===== config.mk =====
export PLATFORM = sky130hd
export DESIGN_NAME = wb_port_arbiter_2_flat
export DESIGN_NICKNAME = d
export VERILOG_FILES = /design/src/rtl/wb_port_arbiter_2_if.sv /design/src/rtl/wb_port_arbiter_2.sv /design/src/flat_wrapper.sv
export SDC_FILE = /design/constraint.sdc
export NUM_CORES = 1
export LEC_CHECK = 0
export ABC_AREA = 1
export BUFFER_PORTS_ARGS = -buffer_cell sky130_fd_sc_hd__buf_2
export CAP_MARGIN = 20
export CORE_MARGIN = 2
export CORE_UTILIZATION = 50
export DETAILED_ROUTE_END_ITERATION = 16
export PLACE_DENSITY_LB_ADDON = 0.05
export REMOVE_ABC_BUFFERS = 1
export SETUP_SLACK_MARGIN = 0.1
export SYNTH_ARGS = -nofsm -noshare
export SYNTH_HDL_FRONTEND = slang
export SYNTH_SLANG_ARGS = --single-unit

===== constraint.sdc =====
create_clock -name clk -period 8.6 [get_ports clk]
set_clock_uncertainty 0.15 [all_clocks]
set_input_delay 1.29 -clock clk [delete_from_list [all_inputs] [get_ports clk]]
set_output_delay 1.29 -clock clk [all_outputs]
set_load 0.02 [all_outputs]

===== src/rtl/wb_port_arbiter_2_if.sv =====
// Writeback-lane interface between the two MEM/WB stages, the arbiter and the register file.
// The pipeline side is the master and the arbiter is the slave.
interface wb_port_arbiter_2_if #(
  parameter int unsigned REG_DW = 32,
  parameter int unsigned REG_AW = 5
);
  logic              in_valid_i;
  logic              in_ready_o;
  logic              l0_wb_en_i;
  logic [REG_AW-1:0] l0_wb_addr_i;
  logic [REG_DW-1:0] l0_wb_data_i;
  logic              l1_wb_en_i;
  logic [REG_AW-1:0] l1_wb_addr_i;
  logic [REG_DW-1:0] l1_wb_data_i;
  logic              wb_en_o;
  logic [REG_AW-1:0] wb_addr_o;
  logic [REG_DW-1:0] wb_data_o;
  logic              busy_o;

  modport master (
    output in_valid_i, l0_wb_en_i, l0_wb_addr_i, l0_wb_data_i,
    output l1_wb_en_i, l1_wb_addr_i, l1_wb_data_i,
    input  in_ready_o, wb_en_o, wb_addr_o, wb_data_o, busy_o
  );

  modport slave (
    input  in_valid_i, l0_wb_en_i, l0_wb_addr_i, l0_wb_data_i,
    input  l1_wb_en_i, l1_wb_addr_i, l1_wb_data_i,
    output in_ready_o, wb_en_o, wb_addr_o, wb_data_o, busy_o
  );
endinterface


===== src/rtl/wb_port_arbiter_2.sv =====
// Merges two writeback lanes onto one register-file write port through a pair FIFO,
// draining lane0 then lane1 per entry and dropping x0 and same-pair-overwritten writes.
module wb_port_arbiter_2 #(
  parameter int unsigned REG_DW = 32,
  parameter int unsigned REG_AW = 5,
  parameter int unsigned DEPTH  = 4
) (
  input logic               clk,
  input logic               rst_n,
  wb_port_arbiter_2_if.slave bus
);
  localparam int unsigned PtrW = $clog2(DEPTH);

  typedef struct packed {
    logic              en0;
    logic [REG_AW-1:0] addr0;
    logic [REG_DW-1:0] data0;
    logic              en1;
    logic [REG_AW-1:0] addr1;
    logic [REG_DW-1:0] data1;
  } pair_t;

  typedef enum logic {StPh0, StPh1} phase_e;

  pair_t             mem_q [DEPTH];
  logic [PtrW-1:0]   wr_ptr_q, rd_ptr_q;
  logic [PtrW:0]     count_q;
  phase_e            phase_q;
  logic              wb_en_q;
  logic [REG_AW-1:0] wb_addr_q;
  logic [REG_DW-1:0] wb_data_q;

  pair_t head;
  logic  need0, need1, push, pop, empty, full;

  assign empty = (count_q == '0);
  assign full  = (count_q == (PtrW + 1)'(DEPTH));

  always_comb begin
    head  = mem_q[rd_ptr_q];
    // lane0 is dead if the younger lane writes the same register in the same pair
    need0 = head.en0 && (head.addr0 != '0) && !(head.en1 && (head.addr1 == head.addr0));
    need1 = head.en1 && (head.addr1 != '0);
    push  = bus.in_valid_i && !full;
    pop   = 1'b0;
    if (!empty) begin
      pop = (phase_q == StPh1) || !(need0 && need1);
    end
  end

  always_ff @(posedge clk) begin
    if (push) begin
      mem_q[wr_ptr_q] <= '{en0:   bus.l0_wb_en_i, addr0: bus.l0_wb_addr_i,
                           data0: bus.l0_wb_data_i, en1: bus.l1_wb_en_i,
                           addr1: bus.l1_wb_addr_i, data1: bus.l1_wb_data_i};
    end
  end

  always_ff @(posedge clk or negedge rst_n) begin
    if (!rst_n) begin
      wr_ptr_q  <= '0;
      rd_ptr_q  <= '0;
      count_q   <= '0;
      phase_q   <= StPh0;
      wb_en_q   <= 1'b0;
      wb_addr_q <= '0;
      wb_data_q <= '0;
    end else begin
      if (push) wr_ptr_q <= wr_ptr_q + PtrW'(1);
      if (pop)  rd_ptr_q <= rd_ptr_q + PtrW'(1);
      unique case ({push, pop})
        2'b10:   count_q <= count_q + (PtrW + 1)'(1);
        2'b01:   count_q <= count_q - (PtrW + 1)'(1);
        default: count_q <= count_q;
      endcase

      if (empty) begin
        wb_en_q <= 1'b0;
        phase_q <= StPh0;
      end else begin
        unique case (phase_q)
          StPh0: begin
            if (need0) begin
              wb_en_q   <= 1'b1;
              wb_addr_q <= head.addr0;
              wb_data_q <= head.data0;
              if (need1) phase_q <= StPh1;
            end else if (need1) begin
              wb_en_q   <= 1'b1;
              wb_addr_q <= head.addr1;
              wb_data_q <= head.data1;
            end else begin
              wb_en_q <= 1'b0;
            end
          end
          StPh1: begin
            wb_en_q   <= 1'b1;
            wb_addr_q <= head.addr1;
            wb_data_q <= head.data1;
            phase_q   <= StPh0;
          end
          default: phase_q <= StPh0;
        endcase
      end
    end
  end

  assign bus.in_ready_o = !full;
  assign bus.wb_en_o    = wb_en_q;
  assign bus.wb_addr_o  = wb_addr_q;
  assign bus.wb_data_o  = wb_data_q;
  assign bus.busy_o     = !empty || wb_en_q;
endmodule


===== src/flat_wrapper.sv =====
// flat-port wrapper written by rule: the top's interface ports become plain ports
module wb_port_arbiter_2_flat 
#(
  parameter int unsigned REG_DW = 32,
  parameter int unsigned REG_AW = 5,
  parameter int unsigned DEPTH  = 4
)
  (clk, rst_n, bus_in_valid_i, bus_l0_wb_en_i, bus_l0_wb_addr_i, bus_l0_wb_data_i, bus_l1_wb_en_i, bus_l1_wb_addr_i, bus_l1_wb_data_i, bus_in_ready_o, bus_wb_en_o, bus_wb_addr_o, bus_wb_data_o, bus_busy_o);
  wb_port_arbiter_2_if #(.REG_DW(REG_DW), .REG_AW(REG_AW)) bus_i ();
  input logic clk;
  input logic rst_n;
  input wire logic [$bits(bus_i.in_valid_i)-1:0] bus_in_valid_i;
  input wire logic [$bits(bus_i.l0_wb_en_i)-1:0] bus_l0_wb_en_i;
  input wire logic [$bits(bus_i.l0_wb_addr_i)-1:0] bus_l0_wb_addr_i;
  input wire logic [$bits(bus_i.l0_wb_data_i)-1:0] bus_l0_wb_data_i;
  input wire logic [$bits(bus_i.l1_wb_en_i)-1:0] bus_l1_wb_en_i;
  input wire logic [$bits(bus_i.l1_wb_addr_i)-1:0] bus_l1_wb_addr_i;
  input wire logic [$bits(bus_i.l1_wb_data_i)-1:0] bus_l1_wb_data_i;
  output wire logic [$bits(bus_i.in_ready_o)-1:0] bus_in_ready_o;
  output wire logic [$bits(bus_i.wb_en_o)-1:0] bus_wb_en_o;
  output wire logic [$bits(bus_i.wb_addr_o)-1:0] bus_wb_addr_o;
  output wire logic [$bits(bus_i.wb_data_o)-1:0] bus_wb_data_o;
  output wire logic [$bits(bus_i.busy_o)-1:0] bus_busy_o;
  assign bus_i.in_valid_i = bus_in_valid_i;
  assign bus_i.l0_wb_en_i = bus_l0_wb_en_i;
  assign bus_i.l0_wb_addr_i = bus_l0_wb_addr_i;
  assign bus_i.l0_wb_data_i = bus_l0_wb_data_i;
  assign bus_i.l1_wb_en_i = bus_l1_wb_en_i;
  assign bus_i.l1_wb_addr_i = bus_l1_wb_addr_i;
  assign bus_i.l1_wb_data_i = bus_l1_wb_data_i;
  assign bus_in_ready_o = bus_i.in_ready_o;
  assign bus_wb_en_o = bus_i.wb_en_o;
  assign bus_wb_addr_o = bus_i.wb_addr_o;
  assign bus_wb_data_o = bus_i.wb_data_o;
  assign bus_busy_o = bus_i.busy_o;
  wb_port_arbiter_2 #(.REG_DW(REG_DW), .REG_AW(REG_AW), .DEPTH(DEPTH)) u_core (.clk(clk), .rst_n(rst_n), .bus(bus_i));
endmodule

==> results of run 1 <==
## worst max-delay path by stage
stage,start,slack [ns],endpoint
floorplan,u_core.rd_ptr_q[0]$_DFFE_PN0P_,1.67,u_core.count_q[2]$_DFFE_PN0P_
global placement,u_core.rd_ptr_q[0]$_DFFE_PN0P_,3.82,u_core.count_q[2]$_DFFE_PN0P_
detailed placement,u_core.rd_ptr_q[0]$_DFFE_PN0P_,3.69,u_core.count_q[2]$_DFFE_PN0P_
CTS,u_core.rd_ptr_q[0]$_DFFE_PN0P_,3.66,u_core.count_q[2]$_DFFE_PN0P_
global route,u_core.rd_ptr_q[0]$_DFFE_PN0P_,3.19,u_core.count_q[2]$_DFFE_PN0P_
finish,u_core.rd_ptr_q[0]$_DFFE_PN0P_,3.65,u_core.count_q[2]$_DFFE_PN0P_
## report_power, final
part	internal, mW	total (mW)	switching (mW)
combinational	0.772	2.50	1.72
clock	0.999	1.63	0.634
sequential	2.30	2.48	0.179
## metal layers
layer / GRT usage, % / share of wire (%) / vias up
met3: 4.23 / 6.3 / 54
li1: - / - / 4351
met5: 0 / 0.17 / -
met2: 36.0 / 47 / 257
met1: 29.6 / 44 / 4415
met4: 6.25 / 1.9 / 8
## logic make-up after synthesis
family	count (synthesis)	share of synthesized area [%]
AO/OA/AOI/OAI	172	7.58
XOR/XNOR	4	0.248
adder cells (fa/ha/maj)	6	0.584
buffers and inverters	131	4.15
flip-flops	350	72.6
AND/OR/NAND/NOR	505	14.8
## layout make-up
type                       instances  area share, %
inverter                          57           1.34
tap                              378           2.90
antenna                            6         0.0920
clock inverter                    11          0.821
sequential                       350           63.0
clock buffer                      56           6.93
multi-input combinational        687           20.4
timing repair buffer             133           4.51
## cells in the final DEF, fill, tap and decap left out, types with 7 or more instances in the layout
master,n
nand2_1,319
edfxtp_1,304
buf_2,118
nor2_1,75
o21ai_0,67
nand3_1,64
inv_1,54
dfrtp_1,44
clkbuf_16,40
nand4_1,38
a21oi_1,36
a32o_1,32
o22ai_1,32
buf_4,13
clkbuf_1,9
clkbuf_8,7
## critical path: stages (launching register included)
cell and delay [ns]:
dfrtp_4 0.92, buf_4 0.82, nand2_1 0.17, nand3_1 0.14
nand2_1 0.10, nand2_1 0.07, nand2_1 0.05, nor2_1 0.12
nand3_2 0.43, buf_4 0.43, nand4_1 0.15, nand2_1 0.13
inv_1 0.08, ha_1 0.14, inv_1 0.07, fa_1 0.38
a21oi_1 0.14, o21ai_0 0.11, xnor2_1 0.14
## registers in the layout, summed over array words and instances, names as in the netlist
register,cells
u_core.bus.wb_addr_o,5
u_core.bus.wb_data_o,32
u_core.bus.wb_en_o,1
u_core.count_q,3
u_core.mem_q,304
u_core.phase_q,1
u_core.rd_ptr_q,2
u_core.wr_ptr_q,2
==> impl_metrics.py, run 1 <==
metrics = {
    "sta": {
        "fin_hold_ws_ns": 0.322,
        "final.setup.worst_slack_ns": 3.65,
        "max_slew_margin_pct": 34.2,
        "max_freq_mhz": 202,
        "slew_violations": 0,
        "rsz0062_at_grt": "false",
        "min_period_ns": 4.95,
        "hold_viol_final": 0,
        "setup_viol": 0,
        "tightest_slew_ns": 0.987,
        "post-route-period-util_pct": 57.6,
        "fin_tns_setup_ns": 0,
    },
    "worst_setup_path": {
        "ff2ff_path_depth": 18,
        "path_class": "flip-flop to flip-flop",
        "crit_path_start_kind": "flip-flop",
        "required_ns": 8.84,
        "critical_path_arrival_ns": 5.20,
        "critPathCaptureType": "flip-flop",
        "rrSetupSlack_ns": 3.65,
        "timing.rr.start": "u_core.rd_ptr_q[0]$_DFFE_PN0P_",
        "cp_max_fo": 85,
        "r2r_end": "u_core.count_q[2]$_DFFE_PN0P_",
    },
    "synth": {
        "synth.distinct_cells": 31,
        "synth_top_area_cell": "edfxtp_1",
        "ys_top_cells_by_count": "nand2_1 (319), edfxtp_1 (304), nor2_1 (79)",
        "avgSynthCellArea_um2": 12.1,
        "syn_area_mm2": 0.0142,
        "ys.flop_type": "edfxtp_1",
        "async_flop_share_pct": 13.1,
        "synth_top_area_share_pct": 64.5,
        "synth-edff-count": 304,
        "yosysWarnings": 0,
        "yosys_register_bits": 350,
        "syn_inst": 1168,
        "ys_seq_area_share_pct": 72.6,
        "synth_most_common_cell": "nand2_1",
        "synth_area_leaders": "edfxtp_1 (65%), nand2_1 (8.5%), dfrtp_1 (8.1%)",
    },
    "grt": {
        "grt_max_degree": 95,
        "track_usage_pct": 21.8,
        "grt_pass1_wl_um": 48700,
        "grt_overflow_total": 0,
        "grt_pass1_vias": 8709,
        "antenna_found_initial": 9,
    },
    "cells_and_area": {
        "fill_cells": 2300,
        "layout.cells.non_filler": 1678,
        "area_growth_pct": 15.3,
        "stdcell_area_mm2": 0.0163,
        "multi_input_area_mm2": 0.00332,
        "final_util_pct": 58.6,
        "regArea_mm2": 0.0103,
        "nets": 1351,
        "post_route_cells_drive_above_1_share_pct": 15.8,
    },
    "floorplanning": {
        "initial_utilization_pct": 50.8,
        "io_pins": 119,
        "coreArea_mm2": 0.0279,
        "num_rows": 61,
        "chipWidth_um": 172,
        "floorplan.die_area_mm2": 0.0297,
        "die_h_um": 172,
    },
    "flow_run": {
        "maxCapViolations": 0,
    },
    "clocking": {
        "cts_tree": "done",
        "cts_made_buffers": 37,
        "cts-hold-fix-buffers": 0,
        "cts_setup_buffers": 0,
        "cts_resized": 0,
        "clockBufferDepth": 3,
        "htreeDepth": 2,
        "clkTransAtPathRegs_ns": 0.06,
        "cts.sinks": 350,
        "clock_latency_ns": 0.52,
        "ctsRootBufferMaster": "clkbuf_16",
    },
    "route": {
        "drtIter0Drc": 691,
        "ant_nets": 0,
        "dr.pass1.iters": 5,
        "vias_per_cell": 5.41,
        "vias": 9085,
        "drc": 0,
        "wl_per_cell_um": 18.8,
        "detail_route.wirelength_um": 31500,
    },
    "placed_design": {
        "io_buffers": 118,
        "place_area_mm2": 0.0150,
        "place_inst": 1603,
        "dpl.hpwl_um": 16500,
        "place_congestion": 0.742,
        "post-place-ws_ns": 3.69,
    },
    "power": {
        "vdd_drop_max_mv": 0.262,
        "powerDensity_mw_per_mm2": 405,
        "leakage_nw": 6.31,
        "total_power_mw": 6.61,
    },
    "status": {
        "run_status": "finished, final reports clean",
    },
    "min_path": {
        "whs_endpoint": "u_core.bus.wb_data_o[31]$_DFFE_PN0P_",
        "hp-class": "flip-flop to flip-flop",
        "holdPathStages": 2,
        "hp-start": "u_core.bus.wb_data_o[31]$_DFFE_PN0P_",
    },
}
(Power assumes the default switching activity.)
==> run 2: changes to the inputs <==
ABC_AREA = 0   (was 1)
clock period = 5.1 ns   (was 8.6 ns; I/O delays follow)
==> run 2 against run 1 <==
Against the previous run:
- maximum frequency is 20% higher
- largest power group is now registers
- sequential power is 67% higher
- global-route usage is 3.5 points lower
- final cell count is 35% lower
- register-to-register slack worse by 2.7 ns
- combinational power is 40% higher
==> impl_metrics.py, run 2 <==
metrics = {
    "synth": {
        "avgSynthCellArea_um2": 23.2,
        "yosys_register_bits": 350,
        "syn_area_mm2": 0.0135,
        "yosysWarnings": 0,
        "synth_most_common_cell": "edfxtp_1",
        "synth_area_leaders": "edfxtp_1 (68%), mux4_2 (13%), dfrtp_1 (8.5%)",
        "synth_top_area_cell": "edfxtp_1",
        "synth_compound_area_share_pct": 0.778,
        "ys_top_cells_by_count": "edfxtp_1 (304), mux4_2 (75), mux2_2 (52)",
        "synth-edff-count": 304,
        "synth_top_family_by_area": "multiplexers",
        "syn_inst": 582,
        "synth_top_area_share_pct": 67.6,
        "synthMuxAreaShare_pct": 19.2,
        "synth-simple-area-share_pct": 1.01,
        "synth-xor-area-share_pct": 0.714,
        "ys_seq_area_share_pct": 76.1,
        "synth_fa_ha_area_share_pct": 0.612,
        "async_flop_share_pct": 13.1,
        "ys.flop_type": "edfxtp_1",
        "synth.distinct_cells": 33,
    },
    "clocking": {
        "cts_made_buffers": 36,
        "clkTransAtPathRegs_ns": 0.06,
        "cts-hold-fix-buffers": 0,
        "cts_tree": "done",
        "cts.sinks": 350,
        "ctsRootBufferMaster": "clkbuf_16",
        "htreeDepth": 2,
        "cts_resized": 0,
        "clock_latency_ns": 0.51,
        "cts_setup_buffers": 0,
        "clockBufferDepth": 3,
    },
    "sta": {
        "tightest_slew_ns": 1.03,
        "max_freq_mhz": 243,
        "rsz0062_at_grt": "false",
        "fin_tns_setup_ns": 0,
        "setup_viol": 0,
        "fin_hold_ws_ns": 0.249,
        "hold_viol_final": 0,
        "min_period_ns": 4.12,
        "final.setup.worst_slack_ns": 0.978,
        "post-route-period-util_pct": 80.8,
        "max_slew_margin_pct": 31.3,
        "slew_violations": 0,
    },
    "worst_setup_path": {
        "cp_max_fo": 31,
        "crit_path_start_kind": "flip-flop",
        "required_ns": 5.37,
        "path_class": "flip-flop to flip-flop",
        "rrSetupSlack_ns": 0.98,
        "ff2ff_path_depth": 12,
        "critical_path_arrival_ns": 4.40,
        "critPathCaptureType": "flip-flop",
    },
    "cells_and_area": {
        "regMostFlops": "u_core.mem_q",
        "fill_cells": 1965,
        "nets": 809,
        "final_util_pct": 58.5,
        "post_route_cells_drive_above_1_share_pct": 45.3,
        "layout.cells.non_filler": 1094,
        "largest_reg_flops": 304,
        "layout_common_cells": "edfxtp_1 (304), buf_2 (118), mux4_2 (75)",
        "regArea_mm2": 0.0103,
        "stdcell_area_mm2": 0.0156,
        "multi_input_area_mm2": 0.00304,
        "final_common_cell": "edfxtp_1",
        "area_growth_pct": 15.9,
    },
    "placed_design": {
        "place_inst": 1027,
        "place_congestion": 0.712,
        "post-place-ws_ns": 0.907,
        "dpl.hpwl_um": 14300,
        "place_area_mm2": 0.0144,
        "io_buffers": 118,
    },
    "floorplanning": {
        "coreArea_mm2": 0.0267,
        "chipWidth_um": 168,
        "floorplan.die_area_mm2": 0.0283,
        "num_rows": 60,
        "initial_utilization_pct": 50.5,
        "die_h_um": 168,
        "io_pins": 119,
    },
    "min_path": {
        "hp-class": "input pin to asynchronous set/reset pin",
    },
    "route": {
        "drtIter0Drc": 378,
        "detail_route.wirelength_um": 25300,
        "ant_nets": 0,
        "wl_per_cell_um": 23.1,
        "drc": 0,
        "vias": 6140,
        "vias_per_cell": 5.61,
        "dr.pass1.iters": 4,
    },
    "power": {
        "leakage_nw": 5.49,
        "powerDensity_mw_per_mm2": 657,
        "vdd_drop_max_mv": 0.309,
        "total_power_mw": 10.3,
    },
    "grt": {
        "use_met3_pct": 4.14,
        "grt_use_met1_pct": 24.4,
        "grt_pass1_wl_um": 38900,
        "grt_use_met2_pct": 30.8,
        "busiest_layer": "met2",
        "grt_overflow_total": 0,
        "track_usage_pct": 18.3,
        "grt_pass1_vias": 6637,
        "antenna_found_initial": 4,
        "grt_max_degree": 64,
    },
    "flow_run": {
        "maxCapViolations": 0,
    },
    "status": {
        "run_status": "finished, final reports clean",
    },
}
==> run 2: changes by cell type after synthesis, sizes merged, moves of 27 or more <==
cell   before  now
nor2       79    2
mux4        0   76
inv        57    8
a32o       32    0
mux2        0   71
o22ai      32    0
o21ai      68    3
a21oi      37    1
nand2     320   11
nand3      66    1
nand4      38    1
buf        37   10
==> run 2: report_power, final <==
| group | leakage (nW) | total [mW] | internal (mW) | switching, mW |
|---|---|---|---|---|
| clock | 0.581 | 2.61 | 1.56 | 1.04 |
| combinational | 1.59 | 3.51 | 1.76 | 1.74 |
| sequential | 3.32 | 4.15 | 3.88 | 0.273 |
| total | 5.49 | 10.3 | 7.21 | 3.06 |
==> run 2: final timing paths <==
path,to,startpoint
hold reg to reg,u_core.bus.wb_data_o[13]$_DFFE_PN0P_,u_core.bus.wb_data_o[13]$_DFFE_PN0P_
min in group clk,u_core.mem_q[3][40]$_DFFE_PP_,bus_l0_wb_data_i[2]
max in group asynchronous,u_core.rd_ptr_q[0]$_DFFE_PN0P_,rst_n
setup / recovery,u_core.count_q[2]$_DFFE_PN0P_,u_core.rd_ptr_q[0]$_DFFE_PN0P_
setup reg to reg,u_core.count_q[2]$_DFFE_PN0P_,u_core.rd_ptr_q[0]$_DFFE_PN0P_
hold / removal,u_core.bus.wb_addr_o[3]$_DFFE_PN0P_,rst_n
==> run 2: cells by family (layout without fill, tap and decap cells) <==
family | after synthesis | count (layout)
other cells | 0 | 2
flops | 350 | 350
buf+inv | 32 | 201
compound gates | 9 | 9
xor+xnor | 11 | 11
simple gates | 26 | 26
fa+ha+maj | 6 | 6
mux | 148 | 148
==> run 2: area by class of cell <==
cell class              instances  share of cell area (%)
flip-flops and latches        350                    65.8
multi-input cells             200                    19.4
clock buffers                  50                    6.56
repair buffers                128                    4.26
well taps                     341                    2.73
clock inverters                15                    1.05
inverters                       8                   0.192
diodes                          2                  0.0320
==> run 2: critical path: stages, from the launching register on <==
cell      delay (ns)
dfrtp_4         0.67
buf_4           0.61
mux4_2          0.60
and2_1          0.24
o21ai_4         0.12
o21bai_4        0.36
o21a_1          0.23
ha_1            0.19
inv_1           0.06
fa_1            0.37
xor2_1          0.15
nor2_1          0.11
xor2_1          0.16
==> run 2: routing by layer <==
metal / share of wire [%] / wire (µm) / up-vias
met5: 0.12 / 30 / -
met4: 1.9 / 484 / 6
met3: 4.7 / 1180 / 55
met2: 50 / 12700 / 150
met1: 43 / 10900 / 3230
li1: - / - / 2699
